--- config.mk ---
export PLATFORM = sky130hd
export DESIGN_NAME = cpu_run_controller_flat
export DESIGN_NICKNAME = d
export VERILOG_FILES = /design/src/rtl/cpu_ctrl_pkg.sv /design/src/rtl/cpu_run_controller_if.sv /design/src/rtl/button_conditioner.sv /design/src/rtl/cpu_run_controller.sv /design/src/flat_wrapper.sv
export SDC_FILE = /design/constraint.sdc
export NUM_CORES = 1
export LEC_CHECK = 0
export CAP_MARGIN = 5
export CORE_MARGIN = 2
export CORE_UTILIZATION = 45
export CTS_BUF_LIST = sky130_fd_sc_hd__clkbuf_8
export DETAILED_ROUTE_END_ITERATION = 10
export PLACE_DENSITY = 0.76
export SLEW_MARGIN = 5
export SYNTH_ARGS = -nofsm -noshare
export SYNTH_HDL_FRONTEND = slang
export SYNTH_HIERARCHICAL = 1
export SYNTH_SLANG_ARGS = --single-unit
--- constraint.sdc ---
create_clock -name clock -period 4.32 [get_ports clock]
set_input_delay 0.648 -clock clock [delete_from_list [all_inputs] [get_ports clock]]
set_output_delay 0.648 -clock clock [all_outputs]
set_load 0.02 [all_outputs]
--- src/rtl/cpu_ctrl_pkg.sv ---
// Shared definitions for the CPU run controller.
// - run_state_e: the encoding driven on runState. The board display and the
//   control unit both decode these values.
// - OP_*: opcodes that the control unit decodes into isHalt/isIn/isOut.
//   They are kept here so that both sides use the same values.
package cpu_ctrl_pkg;

    typedef enum logic [1:0] {
        RS_RUN       = 2'b00,
        RS_STEP_WAIT = 2'b01,
        RS_IN_WAIT   = 2'b10,
        RS_HALTED    = 2'b11
    } run_state_e;

    localparam logic [5:0] OP_HALT = 6'b010111;
    localparam logic [5:0] OP_OUT  = 6'b010110;
    localparam logic [5:0] OP_IN   = 6'b010101;

endpackage

--- src/rtl/cpu_run_controller_if.sv ---
// Bus between the run controller and its surroundings.
// The control-unit decodes (isHalt/isIn/isOut) and the raw board inputs
// (btnConfirm/btnStep/stepMode) enter the controller. The commit strobes
// and status values leave it.
//   master : the run controller (drives cpuEnable, inLatch, outValid,
//            runState, instrCount)
//   slave  : the datapath/board side (drives decodes, buttons, switch)
import cpu_ctrl_pkg::*;

interface cpu_run_controller_if #(parameter int CNT_W = 32);
    logic             isHalt;
    logic             isIn;
    logic             isOut;
    logic             btnConfirm;
    logic             btnStep;
    logic             stepMode;
    logic             cpuEnable;
    logic             inLatch;
    logic             outValid;
    run_state_e       runState;
    logic [CNT_W-1:0] instrCount;

    modport master (
        input  isHalt, isIn, isOut, btnConfirm, btnStep, stepMode,
        output cpuEnable, inLatch, outValid, runState, instrCount
    );

    modport slave (
        output isHalt, isIn, isOut, btnConfirm, btnStep, stepMode,
        input  cpuEnable, inLatch, outValid, runState, instrCount
    );
endinterface

--- src/rtl/button_conditioner.sv ---
// Conditions one raw board button into a single-cycle press pulse.
// Stages: 2-flop synchronizer, then a debouncer, then a registered rise
// detector.
// The debouncer accepts a new level only after the synchronized input has
// differed from the accepted level for DEBOUNCE_CYCLES consecutive cycles.
// Any return to the accepted level restarts the count.
// Latency: a raw rise first sampled at edge N produces a pulse in cycle
// N+2+DEBOUNCE_CYCLES.
// Ports:
//   clock   : system clock
//   rst     : asynchronous active-high reset, clears all state
//   btn_raw : asynchronous, active-high button
//   pulse   : one-cycle pulse on an accepted 0->1 transition
import cpu_ctrl_pkg::*;

module button_conditioner #(
    parameter int DEBOUNCE_CYCLES = 16
) (
    input  logic clock,
    input  logic rst,
    input  logic btn_raw,
    output logic pulse
);
    localparam int CW = $clog2(DEBOUNCE_CYCLES) + 1;

    logic          sync1_q, sync1_d;
    logic          sync2_q, sync2_d;
    logic          level_q, level_d;
    logic          level_dly_q, level_dly_d;
    logic          pulse_q, pulse_d;
    logic [CW-1:0] cnt_q, cnt_d;

    always_comb begin
        sync1_d     = btn_raw;
        sync2_d     = sync1_q;
        level_d     = level_q;
        cnt_d       = '0;
        // The counter runs only while the input disagrees with the accepted
        // level, so a single agreeing sample clears it.
        if (sync2_q != level_q) begin
            if (cnt_q == CW'(DEBOUNCE_CYCLES - 1))
                level_d = sync2_q;
            else
                cnt_d = cnt_q + 1'b1;
        end
        level_dly_d = level_q;
        pulse_d     = level_q & ~level_dly_q;
    end

    always_ff @(posedge clock or posedge rst) begin
        if (rst) begin
            sync1_q     <= 1'b0;
            sync2_q     <= 1'b0;
            level_q     <= 1'b0;
            level_dly_q <= 1'b0;
            pulse_q     <= 1'b0;
            cnt_q       <= '0;
        end else begin
            sync1_q     <= sync1_d;
            sync2_q     <= sync2_d;
            level_q     <= level_d;
            level_dly_q <= level_dly_d;
            pulse_q     <= pulse_d;
            cnt_q       <= cnt_d;
        end
    end

    assign pulse = pulse_q;
endmodule

--- src/rtl/cpu_run_controller.sv ---
// Execution sequencer for the single-cycle CPU. It decides in which cycles
// the datapath commits the current instruction (cpuEnable).
// Operating modes: free-run, single-step on the step button, and blocking
// IN (waits for the confirm button). It stops permanently on HALT.
// Ports:
//   clock    : system clock
//   resetCPU : asynchronous active-high reset
//   bus      : master side of cpu_run_controller_if. Carries the decodes,
//              the raw buttons and switch, the commit strobes, runState and
//              the saturating committed-instruction count.
import cpu_ctrl_pkg::*;

module cpu_run_controller #(
    parameter int DEBOUNCE_CYCLES = 16,
    parameter int CNT_W           = 32
) (
    input  logic                 clock,
    input  logic                 resetCPU,
    cpu_run_controller_if.master bus
);
    logic             confirm_pulse, step_pulse;
    logic [1:0]       step_sync_q, step_sync_d;
    logic             step_s;
    run_state_e       state_q, state_d;
    logic [CNT_W-1:0] count_q, count_d;
    logic             commit, in_latch;
    logic             cpu_en, latch_en;

    button_conditioner #(.DEBOUNCE_CYCLES(DEBOUNCE_CYCLES)) u_confirm (
        .clock   (clock),
        .rst     (resetCPU),
        .btn_raw (bus.btnConfirm),
        .pulse   (confirm_pulse)
    );

    button_conditioner #(.DEBOUNCE_CYCLES(DEBOUNCE_CYCLES)) u_step (
        .clock   (clock),
        .rst     (resetCPU),
        .btn_raw (bus.btnStep),
        .pulse   (step_pulse)
    );

    // The mode switch is a slow level, so it is synchronized but not debounced.
    assign step_sync_d = {step_sync_q[0], bus.stepMode};
    assign step_s      = step_sync_q[1];

    // Decode priority is isHalt > isIn > commit. Pulses that the current state
    // does not consume are simply ignored.
    always_comb begin
        state_d  = state_q;
        commit   = 1'b0;
        in_latch = 1'b0;
        case (state_q)
            RS_RUN: begin
                if (bus.isHalt)
                    state_d = RS_HALTED;
                else if (bus.isIn)
                    state_d = RS_IN_WAIT;
                else begin
                    commit  = 1'b1;
                    state_d = step_s ? RS_STEP_WAIT : RS_RUN;
                end
            end
            RS_STEP_WAIT: begin
                if (step_pulse) begin
                    if (bus.isHalt)
                        state_d = RS_HALTED;
                    else if (bus.isIn)
                        state_d = RS_IN_WAIT;
                    else
                        commit = 1'b1;
                end else if (!step_s) begin
                    state_d = RS_RUN;
                end
            end
            RS_IN_WAIT: begin
                if (confirm_pulse) begin
                    commit   = 1'b1;
                    in_latch = 1'b1;
                    state_d  = step_s ? RS_STEP_WAIT : RS_RUN;
                end
            end
            default: ; // HALTED absorbs everything until reset
        endcase
    end

    // While reset is held, state_q reads RUN, which would otherwise commit.
    // The strobes are therefore forced low by reset itself.
    assign cpu_en   = commit & ~resetCPU;
    assign latch_en = in_latch & ~resetCPU;

    assign count_d = (cpu_en && (count_q != '1)) ? count_q + 1'b1 : count_q;

    always_ff @(posedge clock or posedge resetCPU) begin
        if (resetCPU) begin
            state_q     <= RS_RUN;
            count_q     <= '0;
            step_sync_q <= '0;
        end else begin
            state_q     <= state_d;
            count_q     <= count_d;
            step_sync_q <= step_sync_d;
        end
    end

    assign bus.cpuEnable  = cpu_en;
    assign bus.inLatch    = latch_en;
    assign bus.outValid   = cpu_en & bus.isOut;
    assign bus.runState   = state_q;
    assign bus.instrCount = count_q;
endmodule

--- src/flat_wrapper.sv ---
// flat-port wrapper written by rule: the top's interface ports become plain ports
module cpu_run_controller_flat 
#(
    parameter int DEBOUNCE_CYCLES = 16,
    parameter int CNT_W           = 32
)
  (clock, resetCPU, bus_isHalt, bus_isIn, bus_isOut, bus_btnConfirm, bus_btnStep, bus_stepMode, bus_cpuEnable, bus_inLatch, bus_outValid, bus_runState, bus_instrCount);
  cpu_run_controller_if #(.CNT_W(CNT_W)) bus_i ();
  input  logic clock;
  input  logic resetCPU;
  input wire logic [$bits(bus_i.isHalt)-1:0] bus_isHalt;
  input wire logic [$bits(bus_i.isIn)-1:0] bus_isIn;
  input wire logic [$bits(bus_i.isOut)-1:0] bus_isOut;
  input wire logic [$bits(bus_i.btnConfirm)-1:0] bus_btnConfirm;
  input wire logic [$bits(bus_i.btnStep)-1:0] bus_btnStep;
  input wire logic [$bits(bus_i.stepMode)-1:0] bus_stepMode;
  output wire logic [$bits(bus_i.cpuEnable)-1:0] bus_cpuEnable;
  output wire logic [$bits(bus_i.inLatch)-1:0] bus_inLatch;
  output wire logic [$bits(bus_i.outValid)-1:0] bus_outValid;
  output wire logic [$bits(bus_i.runState)-1:0] bus_runState;
  output wire logic [$bits(bus_i.instrCount)-1:0] bus_instrCount;
  assign bus_i.isHalt = bus_isHalt;
  assign bus_i.isIn = bus_isIn;
  assign bus_i.isOut = bus_isOut;
  assign bus_i.btnConfirm = bus_btnConfirm;
  assign bus_i.btnStep = bus_btnStep;
  assign bus_i.stepMode = bus_stepMode;
  assign bus_cpuEnable = bus_i.cpuEnable;
  assign bus_inLatch = bus_i.inLatch;
  assign bus_outValid = bus_i.outValid;
  assign bus_runState = bus_i.runState;
  assign bus_instrCount = bus_i.instrCount;
  cpu_run_controller #(.DEBOUNCE_CYCLES(DEBOUNCE_CYCLES), .CNT_W(CNT_W)) u_core (.clock(clock), .resetCPU(resetCPU), .bus(bus_i));
endmodule
Word level (Yosys, flattened, before mapping)
Cells that the tools add are included.
- flip-flop bits (word level): 56
- latch bits: 0
- memory bits (writable): 0
- ROM bits: 0
- bits of input ports: 8
- word-level logic and storage cells: 61
- memories kept: 0
- $add $sub $neg: 3
- multipliers: 0
- div/mod/pow operators: 0
- $lt $le $gt $ge: 0
- equal/unequal tests: 10
- shift operators: 0
- multiplexer cells: 19
- bitwise gates (word level): 8
- reductions and logical operators: 6
- operators by type and width (kind ; count):
    $add 32x1->32 const B ; 1
    $ne 32x32->1 const B ; 1
    $mux 5 ; 4
    $mux 2 ; 7
    $add 5x1->5 const B ; 2
    $eq 5x4->1 const B ; 2
    $mux 1 ; 6
    $pmux 2 s3 ; 1
    $and 1x1->1 ; 5
    $ne 4x4->1 const B ; 1
    $reduce_and 2->1 ; 2
    $reduce_and 4->1 ; 1
    $ne 3x3->1 const B ; 1
    $not 1->1 ; 3
    $pmux 1 s3 ; 1
    $reduce_bool 3->1 ; 1
    $eq 2x1->1 const B ; 1
    $eq 2x2->1 const B ; 1
    $logic_not 2->1 ; 1
    $ne 1x1->1 ; 2
    $ne 2x2->1 const B ; 1
    $logic_and 1x1->1 ; 1

Longest topological paths before layout
- depth after elaboration: 6
- depth in mapped cells: 7
- depth with buffers taken out: 7

Hierarchy
Netlist, hierarchy kept.
- modules (own cells, without submodules) (module ; times used ; cells an instance ; area each (um^2)):
    cpu_run_controller ; 1 ; 168 ; 1874.3
    button_conditioner ; 2 ; 27 ; 367.9

Worst setup path before layout
OpenSTA, ideal clock, no wires.
- path type: reg-to-output
- start point: register u_core.state_q[0], in the netlist u_core/bus.runState[0]
- end point: output port bus_outValid
- arrival: 1895 ps
- required time: 3672 ps
- setup slack: 1777 ps
- cell stages (with the launch flop): 7
- path buffers: 0
- cell sequence: dfrtp_1 -> inv_1 -> ha_1 -> a221oi_2 -> or4_4 -> inv_1 -> and2_1
- longest elaborated chain between the ends: 4
- elaborated cells on any way between the ends: 6
- those cells by class: 2 x eq/ne; 1 x mux; 2 x bitwise; 1 x reduce/logical
- ends and longest elaborated chain (item ; RTL line ; source):
    start, declared ; cpu_run_controller.sv:24 ; run_state_e state_q, state_d;
    start signal, assigned ; cpu_run_controller.sv:100 ; state_q <= state_d;
    $eq 2x2->1 (tied with other cells) ; cpu_run_controller.sv:53 ; case (state_q)
    $pmux 1 s3 * ; cpu_run_controller.sv:53 ;
    $and 1x1->1 * ; cpu_run_controller.sv:89 ; assign cpu_en = commit & ~resetCPU;
    net bus_cpuEnable ; flat_wrapper.sv:17 ; output wire logic [$bits(bus_i.cpuEnable)-1:0] bus_cpuEnable;
    $and 1x1->1 * ; cpu_run_controller.sv:108 ; assign bus.outValid = cpu_en & bus.isOut;
    end, declared ; flat_wrapper.sv:19 ; output wire logic [$bits(bus_i.outValid)-1:0] bus_outValid;
The timed path passes the listed nets; every way through them passes the cells marked *.

Worst setup path in the final report
- start point: register u_core.state_q[0], in the netlist u_core/bus.runState[0]
- end point: output port bus_outValid
- longest elaborated chain between the ends: 4
- elaborated cells on any way between the ends: 6
- those cells by class: 2 x eq/ne; 1 x mux; 2 x bitwise; 1 x reduce/logical
- ends and longest elaborated chain (item ; RTL line):
    $eq 2x2->1 (tied with other cells) ; cpu_run_controller.sv:53
    $pmux 1 s3 * ; cpu_run_controller.sv:53
    $and 1x1->1 * ; cpu_run_controller.sv:89
    $and 1x1->1 * ; cpu_run_controller.sv:108
Every way passes the cells marked *; elsewhere a longest branch is shown, timed or not.

==> metrics.log <==
INFO  metric outcome = completed
INFO  metric groute.usage.overall = 16.0%
INFO  metric synthFlopType = sky130_fd_sc_hd__dfrtp_1
INFO  metric post_synth_xor_area_fraction = 11.4%
INFO  metric worst_clock_skew = 5.25 ps
INFO  metric grt_pass1_vias = 1751
INFO  metric slew_headroom = 69.9%
INFO  metric final_min_period_over_clock_period = 75.9%
INFO  metric critical_path.endpoint_type = output port
INFO  metric placed_cells = 338
INFO  metric crit_required = 3670 ps
INFO  metric syn_area_per_cell = 11.8 um2
INFO  metric synthesis.instances = 222
INFO  metric grt_max_degree = 37
INFO  metric crit_type = flip-flop to output port
INFO  metric least_margin_pin_slew = 450 ps
INFO  metric rows = 27
INFO  metric first_pass_iters = 4
INFO  metric cpLargestDelayFamily = buffers and inverters
INFO  metric rsz_0062_raised_after_global_routing = no
INFO  metric die_area = 6420 um2
INFO  metric detail_route.drc_violations = 0
INFO  metric cp_max_fo = 6
INFO  metric crit_path_frequent_cell = sky130_fd_sc_hd__inv_1
INFO  metric number_of_nets_at_the_end_of_the_flow = 288
INFO  metric root_driver = sky130_fd_sc_hd__clkbuf_8
INFO  metric routed_wirelength = 4.68 mm
INFO  metric critical_path.startpoint_type = flip-flop
INFO  metric setup_tns = 0 ps
INFO  metric drv.max_cap_violation_count = 0
INFO  metric hold_buffers = 0
INFO  metric regToRegEndpoint = u_core/bus.instrCount[31]$_DFFE_PP0P_
INFO  metric worst_setup_hold_path_clk_slew = 90 ps
INFO  metric timing.critical_path.slowest_cell_delay = 590 ps
INFO  metric reg2reg_from = u_core/bus.runState[0]$_DFFE_PP0P_
INFO  metric finalCriticalPeriod = 3280 ps
INFO  metric critical_path.cell_chain = inv_1 -> ha_1 -> a221oi_2 -> or4_4 -> inv_1 -> and2_1 -> clkdlybuf4s50_1
INFO  metric power.leakage = 1.45 nW
INFO  metric worstSetupPathDepth = 7
INFO  metric synthArstFlopShare = 100%
INFO  metric postCtsSetupRepairBufs = 0
INFO  metric fmaxAchievable = 305 MHz
INFO  metric r2r_cells = 7
INFO  metric drive_above_1_share = 10.3%
INFO  metric fp.dieW = 80.2 um
INFO  metric synth_compound_gate_area_share = 5.37%
INFO  metric avgViaCountPerCell = 5.35
INFO  metric buffers_from_clock_root_to_sink_at_most = 2
INFO  metric final-instance-count-excl-fill = 345
INFO  metric min_path_type = flip-flop to flip-flop
INFO  metric cts_max_level = 2
INFO  metric n_antenna_cell = 0
INFO  metric worst-endpoint-arrival = 2630 ps
INFO  metric synth_seq_area_share = 53.7%
INFO  metric leading_cell_type_in_the_layout_fill_and_taps_excluded = sky130_fd_sc_hd__dfrtp_1
INFO  metric worstHoldEndpoint = u_core/u_step/sync2_q$_DFF_PP0_
INFO  metric area.growth.synth_to_final = 23.5%
INFO  metric synthesized_area_fraction_occupied_by_adder_cells = 3.36%
INFO  metric timing.reg2reg.setup_slack = 1910 ps
INFO  metric detail_route.wl_per_cell = 13.6 um
INFO  metric mostFrequentLayoutCells = sky130_fd_sc_hd__dfrtp_1 (56), sky130_fd_sc_hd__clkdlybuf4s50_1 (44), sky130_fd_sc_hd__xnor2_1 (24), sky130_fd_sc_hd__nand3_1 (17), sky130_fd_sc_hd__nand2_1 (16)
INFO  metric yosys.area_share.simple = 21.2%
INFO  metric yosys.cell_types.count = 38
INFO  metric largest_family_of_logic_cells_by_synthesized_area = simple AND/OR/NAND/NOR gates
INFO  metric syn_std_cell_area = 2610 um2
INFO  metric io_pins = 45
INFO  metric number_of_clock_buffers_inserted_by_tritoncts = 5
INFO  metric number_of_setup_violations_in_the_final_report = 0
INFO  metric worst-path-buf-inv = 3
INFO  metric ant_nets = 0
INFO  metric cts.sink_count = 56
INFO  metric synth_enable_flop_cells = 0
INFO  metric max_transition_viols_final = 0
INFO  metric timing_hold_violations_final = 0
INFO  metric critPathSlowestCell = sky130_fd_sc_hd__clkdlybuf4s50_1
INFO  metric cts_resized = 0
INFO  metric timing.hold.worst.start = u_core/u_step/sync1_q$_DFF_PP0_
INFO  metric numPortBuffers = 44
INFO  metric vias = 1845
INFO  metric routabilityCongestion = 0.831
INFO  metric synth-warning-count = 6
INFO  metric power_density = 350 nW/um2
INFO  metric initial_antenna_violation_count = 0
INFO  metric synthMuxAreaShare = 3.45%
INFO  metric detail_route.iter0.violations = 78
INFO  metric hold_depth = 0
INFO  metric grt_pass1_wl = 7.94 mm
INFO  metric initial_core_util = 47.1%
INFO  metric postSynthRegisterBits = 56
INFO  metric design_power_total = 1.13 mW
INFO  metric tritoncts = done
INFO  metric chipHeight = 80.2 um
INFO  metric core_area = 5540 um2
INFO  metric syn-num-nets = 237
INFO  metric max_rail_drop_vdd = 0.279 mV
INFO  metric grt_overflow_total = 0
INFO  metric detailedPlacementHpwl = 3.51 mm
INFO  metric clkLatencyLatePin = 300 ps
[registers in the layout, summed over array words and instances (netlist names)]
name and flops:
u_core/u_confirm/sync1_q 1, u_core/u_confirm/level_dly_q 1, u_core/bus.instrCount 32, u_core/bus.runState 2
u_core/u_step/level_dly_d 1, u_core/u_step/sync2_q 1, u_core/step_sync_q 2, u_core/u_confirm/cnt_q 5
u_core/u_confirm/level_dly_d 1, u_core/u_confirm/pulse 1, u_core/u_step/pulse 1, u_core/u_step/cnt_q 5
u_core/u_step/sync1_q 1, u_core/u_step/level_dly_q 1, u_core/u_confirm/sync2_q 1
[per-layer routing]
metal / routed length (um) / GRT usage, % / up-vias
met5: 0 / 0 / -
met4: 84 / 6.61 / 0
met3: 215 / 3.71 / 10
met2: 2230 / 25.5 / 48
met1: 2160 / 21.1 / 909
li1: - / - / 878
[cell families (layout without fill, tap and decap cells)]
kind of cell	count (synthesis)	count (layout)
and+or+nand+nor	95	95
DFF	56	56
xor gates and xnor gates	34	34
AOI/OAI and AO/OA	12	12
buffers and inverters	10	61
muxes	8	8
adders and majority gates	7	7
[worst reg2reg max path: cells and delay by family (launching register included)]
| family | cells | cell delay, ps |
|---|---|---|
| compound gates | 1 | 130 |
| buf+inv | 1 | 120 |
| flops | 1 | 430 |
| simple gates | 3 | 1010 |
| fa+ha+maj | 1 | 300 |
| mux | 1 | 320 |
[area by class of cell]
class / count / area, um2
fillers: 478 / 2320
flip-flops and latches: 56 / 1400
multi-input cells: 156 / 1170
repair buffers: 45 / 448
well taps: 72 / 90.1
clock buffers: 5 / 68.8
inverters: 9 / 33.8
clock inverters: 2 / 12.5
[cells in the mapped netlist, types with 2 or more instances]
library cell | instances | area, um2
sky130_fd_sc_hd__and2_1 | 5 | 31.3
sky130_fd_sc_hd__and3_1 | 12 | 75.1
sky130_fd_sc_hd__and4_1 | 4 | 35.0
sky130_fd_sc_hd__dfrtp_1 | 56 | 1400
sky130_fd_sc_hd__ha_1 | 7 | 87.6
sky130_fd_sc_hd__inv_1 | 9 | 33.8
sky130_fd_sc_hd__mux2_1 | 3 | 33.8
sky130_fd_sc_hd__mux2_2 | 5 | 56.3
sky130_fd_sc_hd__nand2_1 | 16 | 60.1
sky130_fd_sc_hd__nand3_1 | 17 | 85.1
sky130_fd_sc_hd__nand3_2 | 2 | 20.0
sky130_fd_sc_hd__nand4_1 | 13 | 81.3
sky130_fd_sc_hd__nor2_1 | 10 | 37.5
sky130_fd_sc_hd__nor2_2 | 3 | 18.8
sky130_fd_sc_hd__nor2b_1 | 3 | 18.8
sky130_fd_sc_hd__nor3_1 | 2 | 10.0
sky130_fd_sc_hd__o21ai_2 | 2 | 17.5
sky130_fd_sc_hd__xnor2_1 | 24 | 210
sky130_fd_sc_hd__xor2_1 | 10 | 87.6
[report_power, final]
group	switching, mW	leakage, nW	internal (mW)
sequential	0.0339	0.755	0.555
combinational	0.148	0.652	0.125
clock	0.158	0.0400	0.110
[stage by stage]
stage	hold slack, ps	utilization (%)	instance area (um2)	setup WS [ps]
floorplan	331	-	2610	1780
global placement	333	56.7	3140	1100
detailed placement	337	56.7	3140	1080
CTS	359	58.2	3220	1030
global route	365	58.2	3220	921
finish	359	58.2	3220	1040
[worst max path at each step]
| stage | start | endpoint | slack (ps) |
|---|---|---|---|
| after global routing | u_core/bus.runState[0]$_DFFE_PP0P_ | bus_outValid | 920 |
| after global placement | bus_isIn | bus_outValid | 1100 |
| after CTS | u_core/bus.runState[0]$_DFFE_PP0P_ | bus_outValid | 1030 |
| final | u_core/bus.runState[0]$_DFFE_PP0P_ | bus_outValid | 1040 |
| after detailed placement | bus_isIn | bus_outValid | 1080 |
| after floorplan | u_core/bus.runState[0]$_DFFE_PP0P_ | bus_outValid | 1780 |
No activity file was read; power rests on OpenSTA's default activity.
